<file path="config.mk">
export PLATFORM = sky130hd
export DESIGN_NAME = mem_stage
export DESIGN_NICKNAME = d
export VERILOG_FILES = /design/src/rtl/mem_stage_pkg.sv /design/src/rtl/mem_stage_load_align.sv /design/src/rtl/mem_stage.sv
export SDC_FILE = /design/constraint.sdc
export NUM_CORES = 1
export LEC_CHECK = 0
export BUFFER_PORTS_ARGS = -buffer_cell sky130_fd_sc_hd__buf_2
export CAP_MARGIN = 20
export CORE_AREA = 2 2 167 169
export CTS_CLUSTER_SIZE = 30
export DETAILED_ROUTE_END_ITERATION = 8
export DIE_AREA = 0 0 169 171
export PLACE_DENSITY_LB_ADDON = 0.08
export SYNTH_ARGS = -nofsm -noshare
export SYNTH_HDL_FRONTEND = slang
export SYNTH_SLANG_ARGS = --single-unit
</file>
<file path="constraint.sdc">
create_clock -name clk -period 2.8 [get_ports clk]
set_clock_uncertainty 0.15 [all_clocks]
set_input_delay 0.28 -clock clk [delete_from_list [all_inputs] [get_ports clk]]
set_output_delay 0.28 -clock clk [all_outputs]
set_load 0.01 [all_outputs]
</file>
<file path="src/rtl/mem_stage_pkg.sv">
// Shared definitions for the memory-access stage: bus widths, stall
// encoding, load-op codes and packed views of the pipeline buses.
package mem_stage_pkg;

    localparam int EX_TO_MEM_WD = 76;
    localparam int MEM_TO_WB_WD = 70;
    localparam int HILO_WD      = 66;
    localparam int STALL_BUS_WD = 6;

    // Stall vector encoding and the bit positions this stage cares about.
    localparam logic STOP      = 1'b1;
    localparam logic NO_STOP   = 1'b0;
    localparam int   STALL_MEM = 3;
    localparam int   STALL_WB  = 4;

    typedef enum logic [2:0] {
        LD_LW  = 3'd0,
        LD_LB  = 3'd1,
        LD_LBU = 3'd2,
        LD_LH  = 3'd3,
        LD_LHU = 3'd4
    } ld_op_e;

    // Field view of the execute-to-memory bus (MSB first).
    typedef struct packed {
        logic [31:0] pc;
        logic        ram_en;
        logic [3:0]  ram_wen;
        logic        sel_rf_res;
        logic        rf_we;
        logic [4:0]  rf_waddr;
        logic [31:0] result;
    } ex_to_mem_t;

    // Field view of the HI/LO bus (MSB first).
    typedef struct packed {
        logic [31:0] hi_wdata;
        logic [31:0] lo_wdata;
        logic        hi_we;
        logic        lo_we;
    } hilo_t;

endpackage

</file>
<file path="src/rtl/mem_stage_load_align.sv">
// Load alignment: picks the addressed byte/half out of a 32-bit SRAM word
// and sign- or zero-extends it. Purely combinational.
module mem_stage_load_align
    import mem_stage_pkg::*;
(
    input  logic [2:0]  i_ld_op,
    input  logic [1:0]  i_off,
    input  logic [31:0] i_rdata,
    output logic [31:0] o_data
);

    logic [7:0]  w_byte;
    logic [15:0] w_half;

    // Select the addressed byte and half-word; half uses only off[1].
    always_comb begin
        // NOTE: every always_comb output gets a default first so no path can infer a latch.
        w_byte = i_rdata[7:0];
        case (i_off)
            2'd1:    w_byte = i_rdata[15:8];
            2'd2:    w_byte = i_rdata[23:16];
            2'd3:    w_byte = i_rdata[31:24];
            default: w_byte = i_rdata[7:0];
        endcase
        w_half = i_off[1] ? i_rdata[31:16] : i_rdata[15:0];
    end

    // Extend according to the load type; unknown codes behave as lw.
    always_comb begin
        o_data = i_rdata;
        case (i_ld_op)
            LD_LB:   o_data = {{24{w_byte[7]}}, w_byte};
            LD_LBU:  o_data = {24'd0, w_byte};
            LD_LH:   o_data = {{16{w_half[15]}}, w_half};
            LD_LHU:  o_data = {16'd0, w_half};
            default: o_data = i_rdata;
        endcase
    end

endmodule

</file>
<file path="src/rtl/mem_stage.sv">
// Memory-access pipeline stage: registers the EX->MEM, HI/LO and load-op
// inputs, aligns SRAM load data, selects writeback data and drives the
// MEM->WB buses plus forwarding outputs. SRAM read data is latched on the
// first stalled cycle so a long stall cannot lose it.
module mem_stage
    import mem_stage_pkg::*;
(
    input  logic                    clk,
    input  logic                    rst,
    input  logic [STALL_BUS_WD-1:0] stall,
    input  logic [EX_TO_MEM_WD-1:0] ex_to_mem_bus,
    input  logic [2:0]              ex_ld_op,
    input  logic [HILO_WD-1:0]      hilo_ex_to_mem_bus,
    input  logic [31:0]             data_sram_rdata,
    output logic [MEM_TO_WB_WD-1:0] mem_to_wb_bus,
    output logic [HILO_WD-1:0]      hilo_mem_to_wb_bus,
    output logic                    mem_wreg,
    output logic [4:0]              mem_waddr,
    output logic [31:0]             mem_wdata,
    output logic                    mem_hi_we,
    output logic                    mem_lo_we,
    output logic [31:0]             mem_hi_wdata,
    output logic [31:0]             mem_lo_wdata
);

    ex_to_mem_t  r_bus;
    logic [2:0]  r_ld_op;
    hilo_t       r_hilo;
    logic [31:0] r_hold_data;
    logic        r_hold_valid;

    logic        w_stop_mem;
    logic        w_bubble;
    logic        w_load;
    logic        w_is_read;
    logic [31:0] w_rdata_eff;
    logic [31:0] w_load_data;
    logic [31:0] w_rf_wdata;
    logic        w_unused_stall;

    assign w_stop_mem = (stall[STALL_MEM] == STOP);
    assign w_bubble   = w_stop_mem && (stall[STALL_WB] == NO_STOP);
    assign w_load     = !w_stop_mem;
    assign w_is_read  = r_bus.ram_en && (r_bus.ram_wen == 4'd0);

    // Only the MEM and WB stall bits matter to this stage.
    assign w_unused_stall = ^{stall[STALL_BUS_WD-1:STALL_WB+1], stall[STALL_MEM-1:0]};

    // Pipeline register: reset, then bubble, then load; otherwise hold.
    always_ff @(posedge clk) begin
        // NOTE: sequential state uses non-blocking assignments so all registers update from pre-edge values.
        if (rst) begin
            r_bus   <= '0;
            r_ld_op <= '0;
            r_hilo  <= '0;
        end else if (w_bubble) begin
            r_bus   <= '0;
            r_ld_op <= '0;
            r_hilo  <= '0;
        end else if (w_load) begin
            r_bus   <= ex_to_mem_t'(ex_to_mem_bus);
            r_ld_op <= ex_ld_op;
            r_hilo  <= hilo_t'(hilo_ex_to_mem_bus);
        end
    end

    // Read-hold buffer: capture SRAM data on the first stalled cycle of a load.
    always_ff @(posedge clk) begin
        if (rst || w_bubble || w_load) begin
            r_hold_data  <= '0;
            r_hold_valid <= 1'b0;
        end else if (w_stop_mem && !r_hold_valid && w_is_read) begin
            r_hold_data  <= data_sram_rdata;
            r_hold_valid <= 1'b1;
        end
    end

    assign w_rdata_eff = r_hold_valid ? r_hold_data : data_sram_rdata;

    mem_stage_load_align u_load_align (
        .i_ld_op (r_ld_op),
        .i_off   (r_bus.result[1:0]),
        .i_rdata (w_rdata_eff),
        .o_data  (w_load_data)
    );

    assign w_rf_wdata = r_bus.sel_rf_res ? w_load_data : r_bus.result;

    assign mem_to_wb_bus      = {r_bus.pc, r_bus.rf_we, r_bus.rf_waddr, w_rf_wdata};
    assign hilo_mem_to_wb_bus = r_hilo;

    assign mem_wreg     = r_bus.rf_we;
    assign mem_waddr    = r_bus.rf_waddr;
    assign mem_wdata    = w_rf_wdata;
    assign mem_hi_we    = r_hilo.hi_we;
    assign mem_lo_we    = r_hilo.lo_we;
    assign mem_hi_wdata = r_hilo.hi_wdata;
    assign mem_lo_wdata = r_hilo.lo_wdata;

endmodule

</file>
After elaboration in Yosys (flattened, before gate mapping)
Index checks and enable logic that the tools add are counted.

storage, ports and cells
  register bits after elaboration = 178
  input port bits = 185
  output and inout bits = 240
  word-level logic and storage cells = 37

operators by class
  equal/unequal tests = 7
  mux-type cells = 5
  bitwise logic cells = 1
  reductions and logical operators = 10

operator list
  operator                                             number
  case mux 32 bit (4 select lines)                     1
  2-to-1 mux 32 bit                                    2
  case mux 8 bit (3 select lines)                      1
  2-to-1 mux 16 bit                                    1
  equality test 3 x 2 -> 1 bit, second input constant  2
  equality test 2 bit, second input constant           2
  logical AND 1 bit                                    4
  logical NOT 4 bit                                    1
  equality test 3 x 1 -> 1 bit, second input constant  1
  equality test 3 bit, second input constant           1
  equality test 2 x 1 -> 1 bit, second input constant  1
  logical NOT 1 bit                                    2
  logical OR 1 bit                                     2
  OR reduction 2 bit                                   1
  inverter 1 bit                                       1

Logic depth before layout (Yosys ltp)
Gate-level depths: netlist of the first run.

  word-level depth = 4
  depth in mapped cells = 9
  gate-level depth less buffers = 4

Cells and area by module
Synthesis of the first run repeated with hierarchy kept, for this count alone.

unflattened totals
  cells, all modules = 931
  area, all modules = 9,062.4 um^2

modules (own cells, without submodules)
  module                instances  cells an instance  area an instance (um^2)  seq. area each (um^2)
  mem_stage             1          832                8,179.1                  3,563.4
  mem_stage_load_align  1          99                 883.3                    0.0

Least setup slack after synthesis of the first run
Ideal clock, no wire load.

  kind = flip-flop to output port
  from = register r_bus[1] (netlist bit)
  to = output port mem_wdata[6]
  data arrival time = 1,855 ps
  data required time = 2,370 ps
  setup slack = 515 ps
  cell stages (with the launch flop) = 8
  path buffers = 3
  cell sequence = dfxtp_1 buf_4 buf_6 mux4_2 nand4b_1 a21oi_1 or3b_1 buf_4

on the way
  word-level cells in the longest chain between the ends = 4
  elaborated cells on any way between the ends = 7
  those cells by class = eq/ne (3); mux (4)

ends and longest elaborated chain
  item                                                                 RTL line                    RTL
  start, declared                                                      mem_stage.sv:26             ex_to_mem_t r_bus;
  start signal, assigned                                               mem_stage.sv:61             r_bus <= ex_to_mem_t'(ex_to_mem_bus);
  equality test 2 bit or equality test 2 x 1 -> 1 bit (tied branches)  mem_stage_load_align.sv:19  case (i_off)
  case mux 8 bit (3 select lines)                                      mem_stage_load_align.sv:19
  case mux 32 bit (4 select lines) (*)                                 mem_stage_load_align.sv:31  case (i_ld_op)
  2-to-1 mux 32 bit (*)                                                mem_stage.sv:87             assign w_rf_wdata = r_bus.sel_rf_res ? w_load_data : r_bus.result;
  end, declared                                                        mem_stage.sv:19             output logic [31:0] mem_wdata,

Mark *: on every way between the ends. The rest lies on a longest branch, timed or not.

Final worst setup path of the first run
  from = register r_bus[1] (netlist bit)
  to = output port mem_wdata[4]

The elaborated chain is that of the path after synthesis.

==> results of run 1 <==
[flip-flops by register name, indices dropped and copies added (netlist names)]
name,cells
r_ld_op,3
mem_wreg,1
mem_waddr,5
mem_lo_wdata,32
mem_lo_we,1
r_bus,38
r_hold_valid,1
mem_to_wb_bus,32
mem_hi_we,1
mem_hi_wdata,32
r_hold_data,32
[cells by family (layout without fill, tap and decap cells)]
family	after synthesis	in the layout
AOI/OAI and AO/OA	88	88
muxes	184	184
DFF	178	178
buffers and inverters	208	664
xor gates and xnor gates	3	3
and+or+nand+nor	288	288
other	0	1
[worst register-to-register path, cell delays in order (launching register included)]
cell and delay, ns:
dfxtp_4 0.40, buf_12 0.19, nor2_1 0.15, and3_1 0.16, buf_4 0.35, nand2_1 0.12
a21oi_1 0.14
[power by group through the flow]
stage,clock [µW],sequential [µW],combinational (µW)
after floorplan,0,2770,708
after global placement,0,2770,1040
after detailed placement,0,2770,1050
after CTS,2620,2710,1260
after global routing,2720,2730,1370
final,2530,2710,1260
[stage by stage]
stage	area [µm²]	setup WS, ns	total power (µW)	hold WS (ns)
floorplan	8777	0.5145	3480	0.2660
global placement	10200	0.3160	3816	0.2878
detailed placement	10200	0.2869	3819	0.2974
CTS	12640	0.01709	6591	0.06868
global route	12730	0.0009341	6823	0.08347
finish	12730	0.07389	6503	0.08732
[repair_timing]
item                                   4_1_cts  5_1_grt
setup endpoints to repair                   22       30
setup buffers                                2        6
hold buffers                               177        0
pin swaps                                    1        6
resized for setup                           11       10
endpoints found under the hold margin      177        0
[worst max path at each step]
stage	slack, ns	endpoint	cells after the start
after floorplan	0.51	mem_wdata[6]	7
after global placement	0.32	mem_to_wb_bus[4]	6
after detailed placement	0.29	mem_wdata[4]	6
after CTS	0.02	mem_to_wb_bus[8]	5
after global routing	0.0009	mem_wdata[4]	6
final	0.07	mem_wdata[4]	6
[cell usage in the layout, fill, tap and decap left out, drive strengths merged, types with 3 or more instances in the layout]
master / instances
mux4: 7
dfxtp: 178
or3b: 5
nand2: 69
or4: 5
a31oi: 9
o22a: 15
nor3: 5
buf: 451
mux2i: 166
inv: 12
a22oi: 7
dlygate4sd3: 177
nand3: 3
a21o: 3
clkbuf: 20
nand4b: 5
mux2: 11
a21oi: 37
nand2b: 5
a22o: 3
clkinv: 3
nor2: 180
[routing by layer]
metal	up-vias	wire, µm	track usage, %
met5	-	24	0
met4	4	359	4.868
met3	17	1463	3.932
met2	246	15030	36.03
met1	3715	12290	23.01
li1	3954	-	-
[cell type report]
| class | instances | area (µm²) | area share [%] |
|---|---|---|---|
| timing repair buffer | 629 | 4198 | 32.98 |
| multi-input combinational | 563 | 3900 | 30.64 |
| sequential | 178 | 3576 | 28.09 |
| clock buffer | 19 | 452.9 | 3.558 |
| tap | 346 | 432.9 | 3.401 |
| clock inverter | 13 | 155.1 | 1.219 |
| inverter | 3 | 11.26 | 0.08847 |
| antenna | 1 | 2.502 | 0.01966 |
==> flow_summary_export.csv, run 1 <==
group,metric,value,unit
global_routing,grt_pass1_wl,43670,µm
layout,syn_to_final_growth,45.02,%
synth,yosysUniqueCellTypes,50,
layout,drive_gt1_share,37.22,%
synth,muxShareOfSynthArea,22.14,%
drt,dr.pass1.iters,4,
critical_path,worstSetupStartpointType,"flop",
drt,remaining_drc_errors,0,
clocking,clock_latency,0.42,ns
critical_path,r2r_start,"r_hold_valid",
layout,instances_no_fill,1752,
synth,synth_flop_cell,"dfxtp_1",
critical_path,critPathKind,"reg -> out",
place,gp_congestion,0.7706,
pwr,power.switching,1892,µW
worst_hold_path,min_path_type,"in -> reg",
timing,slew_violations,0,
timing,max_slew_margin,58.55,%
drt,vias,7936,
drt,drt_wl_total,29170,µm
worst_hold_path,hold-path-endpoint,"r_bus[40]",
critical_path,cp.arrival,2.30,ns
synth,synthAdderAreaFrac,0,%
drt,ant_nets,0,
critical_path,critPathCaptureType,"primary output",
pwr,ir_drop,0.3614,mV
drt,drt_iter0_drc,268,
floorplan,die_w,169,µm
global_routing,antenna_found_initial,2,
layout,nFillCells,2729,
synth,syn_nets,1134,
clocking,path_clk_slew,0.08,ns
timing,post-route-min-period,2.726,ns
pwr,clock_power_share,38.8,%
drt,vias_per_cell,4.530,
synth,synth-xor-area-share,0.2994,%
synth,synth_area_per_cell,9.249,µm²
clocking,ctsRootBufferMaster,"clkbuf_16",
critical_path,slowest_delay,0.53,ns
synth,netlist_area,0.008777,mm²
pwr,swShare,29.10,%
layout,nets,1577,
synth,synth_seq_cells,178,
critical_path,cp.required,2.37,ns
status,status,"finished, final reports clean",
synth,synth_top_family_by_area,"multiplexers",
timing,setup_viol,0,
worst_hold_path,hold_start,"stall[3]",
synth,yosysMostFrequentCell,"nor2_1",
pwr,pwr-share-seq,41.7,%
critical_path,rr_endpoint,"r_hold_data[8]",
timing,hold_violations,0,
floorplan,pin_count,425,
clocking,cts.htree.levels,4,
clocking,cts_tree,"done",
clocking,numCtsBuffers,17,
synth,async_flop_share,0,%
critical_path,crit_chain,"buf_12 > mux4_2 > nand4b_1 > a21oi_1 > or3b_4 > buf_2",
critical_path,critPathLaunch,"r_bus[1]",
global_routing,grt_usage,19.47,%
timing,tightest_slew,0.6218,ns
place,dpl.hpwl,20880,µm
layout,final_core_util,46.58,%
synth,synth.largest_area_cell,"dfxtp_1",
critical_path,critical-path-top-delay-family,"simple AND/OR/NAND/NOR gates",
synth,yosysTopAreaCellShare,40.60,%
pwr,p_leak,0.006208,µW
pwr,combPwrFrac,19.4,%
global_routing,grt.overflow.total,0,
timing,fin_setup_tns,0,ns
drt,wl_per_cell,16.65,µm
global_routing,grt_pass1_vias,7746,
synth,synthSimpleGateAreaFrac,13.98,%
synth,synth_cells,949,
critical_path,crit_buf_inv,2,
pwr,power_density,510.9,mW/mm²
timing,max_freq,366.8,MHz
floorplan,die_h,171,µm
run,max-cap-violations,0,
clocking,cts_sinks,178,
synth,synthTopCellsByCount,"179 x nor2_1, 178 x dfxtp_1, 166 x mux2i_1",
place,io_buffers,420,
critical_path,ff2ff_setup_slack,1.07,ns
timing,rsz0062_at_grt,"no",
synth,yosys_warnings,0,
critical_path,cp_slowest_cell,"mux4_2",
floorplan,row_count,61,
worst_hold_path,min_path_cells,3,
place,place_inst,1534,
synth,yosysSeqAreaShare,40.60,%
floorplan,start_util,32.12,%
timing,fin_crit_sh,97.36,%
synth,synth_compound_area_share,7.185,%
floorplan,dieArea,0.02890,mm²
pwr,p_int,4610,µW
critical_path,rr_worst_depth,6,
global_routing,grt_max_degree,73,
floorplan,core,0.02732,mm²
synth,synth.area.top_cells,"dfxtp_1 41%, mux2i_1 19%, buf_4 12%",
clocking,cts.path.max_buffers,2,
synth,synth_edf_count,0,
critical_path,path_max_fanout,11,
(Power assumes the default switching activity.)
==> run 2, diff against run 1 <==
--- a/config.mk
+++ b/config.mk
@@ -7,10 +7,11 @@
 export LEC_CHECK = 0
 export BUFFER_PORTS_ARGS = -buffer_cell sky130_fd_sc_hd__buf_2
 export CAP_MARGIN = 20
-export CORE_AREA = 2 2 167 169
+export CORE_ASPECT_RATIO = 0.7
+export CORE_UTILIZATION = 30
 export CTS_CLUSTER_SIZE = 30
 export DETAILED_ROUTE_END_ITERATION = 8
-export DIE_AREA = 0 0 169 171
+export GPL_TIMING_DRIVEN = 0
 export PLACE_DENSITY_LB_ADDON = 0.08
 export SYNTH_ARGS = -nofsm -noshare
 export SYNTH_HDL_FRONTEND = slang
==> run 2 against run 1 <==
Compared with the run above: the flow now finishes with violations (design-rule violations, negative setup slack); clock power increased by 2%; setup slack got worse by 0.16 ns; design area increased by 16%; hold slack improved by 0.13 ns; register-to-register slack got worse by 0.46 ns; sequential share of layout area decreased by 3.8 points; flip-flop and latch count unchanged; combinational power increased by 25%; fmax decreased by 5.6%; non-clock buffer count increased by 203; critical endpoint is now mem_wdata[21]; final cell count increased by 13%; global-route usage increased by 1.3 points.
==> flow_summary_export.csv, run 2 (synthesis results as in run 1) <==
group,metric,value,unit
drt,drt_wl_total,31990,µm
clocking,cts_sinks,178,
critical_path,ff2ff_setup_slack,0.61,ns
floorplan,core,0.02827,mm²
floorplan,dieArea,0.02996,mm²
timing,max_freq,346.3,MHz
timing,fin_setup_tns,-1.254,ns
global_routing,grt_usage,20.82,%
pwr,ir_drop,0.4014,mV
global_routing,grt_pass1_vias,8513,
clocking,cts.path.max_buffers,2,
global_routing,antenna_found_initial,7,
drt,vias,8730,
drt,remaining_drc_errors,36,
timing,max_slew_margin,53.70,%
critical_path,crit_buf_inv,4,
clocking,numCtsBuffers,17,
drt,drt_iter0_drc,321,
layout,layout_commonest_cell,"buf_2",
clocking,clock_latency,0.44,ns
critical_path,cp.arrival,2.46,ns
place,gp_congestion,0.8674,
global_routing,grt.overflow.total,0,
drt,dr.pass1.iters,6,
layout,regMostFlops,"r_bus",
floorplan,row_count,51,
timing,setup_ws,-0.08727,ns
critical_path,critical-path-top-delay-family,"buffers and inverters",
timing,hold_violations,0,
global_routing,grt_pass1_wl,47960,µm
floorplan,start_util,31.05,%
critical_path,cp_common_cell,"buf_6",
layout,nets,1780,
clocking,path_clk_slew,0.07,ns
place,io_buffers,419,
timing,slew_violations,0,
status,violations,"design-rule violations, negative setup slack",
critical_path,slowest_delay,0.55,ns
clocking,ctsRootBufferMaster,"clkbuf_16",
timing,post-route-min-period,2.887,ns
critical_path,cp.required,2.37,ns
clocking,cts.htree.levels,4,
critical_path,r2r_start,"r_bus[39]",
worst_hold_path,min_path_type,"in -> reg",
global_routing,grt_max_degree,17,
floorplan,pin_count,425,
timing,rsz0062_at_grt,"yes",
layout,seq_area,0.003575,mm²
layout,drive_gt1_share,45.40,%
floorplan,die_w,206.4,µm
critical_path,critPathCaptureType,"primary output",
drt,ant_nets,0,
critical_path,critPathKind,"reg -> out",
layout,nFillCells,2668,
timing,setup_viol,23,
worst_hold_path,hold_start,"rst",
run,max-cap-violations,0,
place,dpl.hpwl,24180,µm
critical_path,worstSetupStartpointType,"flop",
status,status,"finished, violations left",
pwr,p_leak,0.007248,µW
pwr,power.total,6865,µW
layout,largest_reg_flops,38,
layout,layout_common_cells,"411 x buf_2, 178 x nor2_1, 177 x dlygate4sd3_1",
drt,wl_per_cell,16.12,µm
timing,tightest_slew,0.6945,ns
critical_path,critPathLaunch,"r_hold_valid",
drt,vias_per_cell,4.400,
layout,syn_to_final_growth,67.63,%
timing,fin_crit_sh,103.1,%
floorplan,die_h,145.1,µm
critical_path,cp_slowest_cell,"mux4_2",
clocking,cts_tree,"done",
critical_path,crit_chain,"buf_12 > mux4_2 > nand3_4 > o311ai_4 > buf_6 > o22a_1 > buf_4 > buf_6",
layout,multi_input_area,0.004184,mm²
pwr,power_density,466.6,mW/mm²
critical_path,path_max_fanout,6,
-- run 2: final timing paths --
path	endpoint	cells past startpoint
hold reg to reg	r_hold_data[5]	2
hold / removal	r_hold_data[1]	3
setup / recovery	mem_wdata[21]	8
setup reg to reg	r_hold_data[20]	6
-- run 2: area by class of cell --
type | instances | area share [%]
clock buffer | 19 | 3.010
inverter | 3 | 0.1020
buffer | 197 | 9.686
multi-input combinational | 563 | 28.44
sequential | 178 | 24.30
clock inverter | 13 | 1.174
tap | 371 | 3.155
timing repair buffer | 635 | 30.05
antenna | 5 | 0.08504
-- run 2: layer usage --
| metal | part of all wire, % | global-route usage [%] |
|---|---|---|
| met4 | 1.0 | 4.926 |
| met5 | 0.072 | 0 |
| met2 | 50 | 35.35 |
| met1 | 44 | 26.53 |
| met3 | 5.0 | 4.537 |
-- run 2: repair_timing --
item / 4_1_cts / 5_1_grt
gates resized for setup: 77 / 70
endpoints found under the setup margin: 62 / 59
hold buffers: 177 / 0
endpoints found under the hold margin: 177 / 0
pin swaps: 27 / 26
buffers inserted: 16 / 19
gates cloned: 3 / 1
-- run 2: worst reg2reg max path: cells and delay by family, from the launching register on --
kind,cells,cell delay (ns)
AOI/OAI and AO/OA,1,0.13
buffers and inverters,2,0.75
DFF,1,0.34
and+or+nand+nor,3,0.74
-- run 2: stage by stage --
step | cells | hold slack [ns] | worst slack [ns] | utilization (%) | area [µm²]
6_report | 1984 | 0.2160 | -0.08727 | 52.05 | 14710
5_1_grt | 1983 | 0.2470 | -0.1496 | 52.04 | 14710
4_1_cts | 1963 | 0.2079 | -0.1229 | 50.44 | 14260
3_5_place_dp | 1739 | 0.2965 | -0.06701 | 40.11 | 11340
3_3_place_gp | 1739 | 0.2890 | -0.07196 | 40.11 | 11340
2_1_floorplan | 949 | 0.2660 | 0.5145 | - | 8777
-- run 2: report_power, final --
group          total, µW  internal [µW]  leakage, µW  switching [µW]
logic               1580            867      0.00549             713
registers           2710           2640      0.00146            77.6
clock network       2570           1450     0.000298            1120
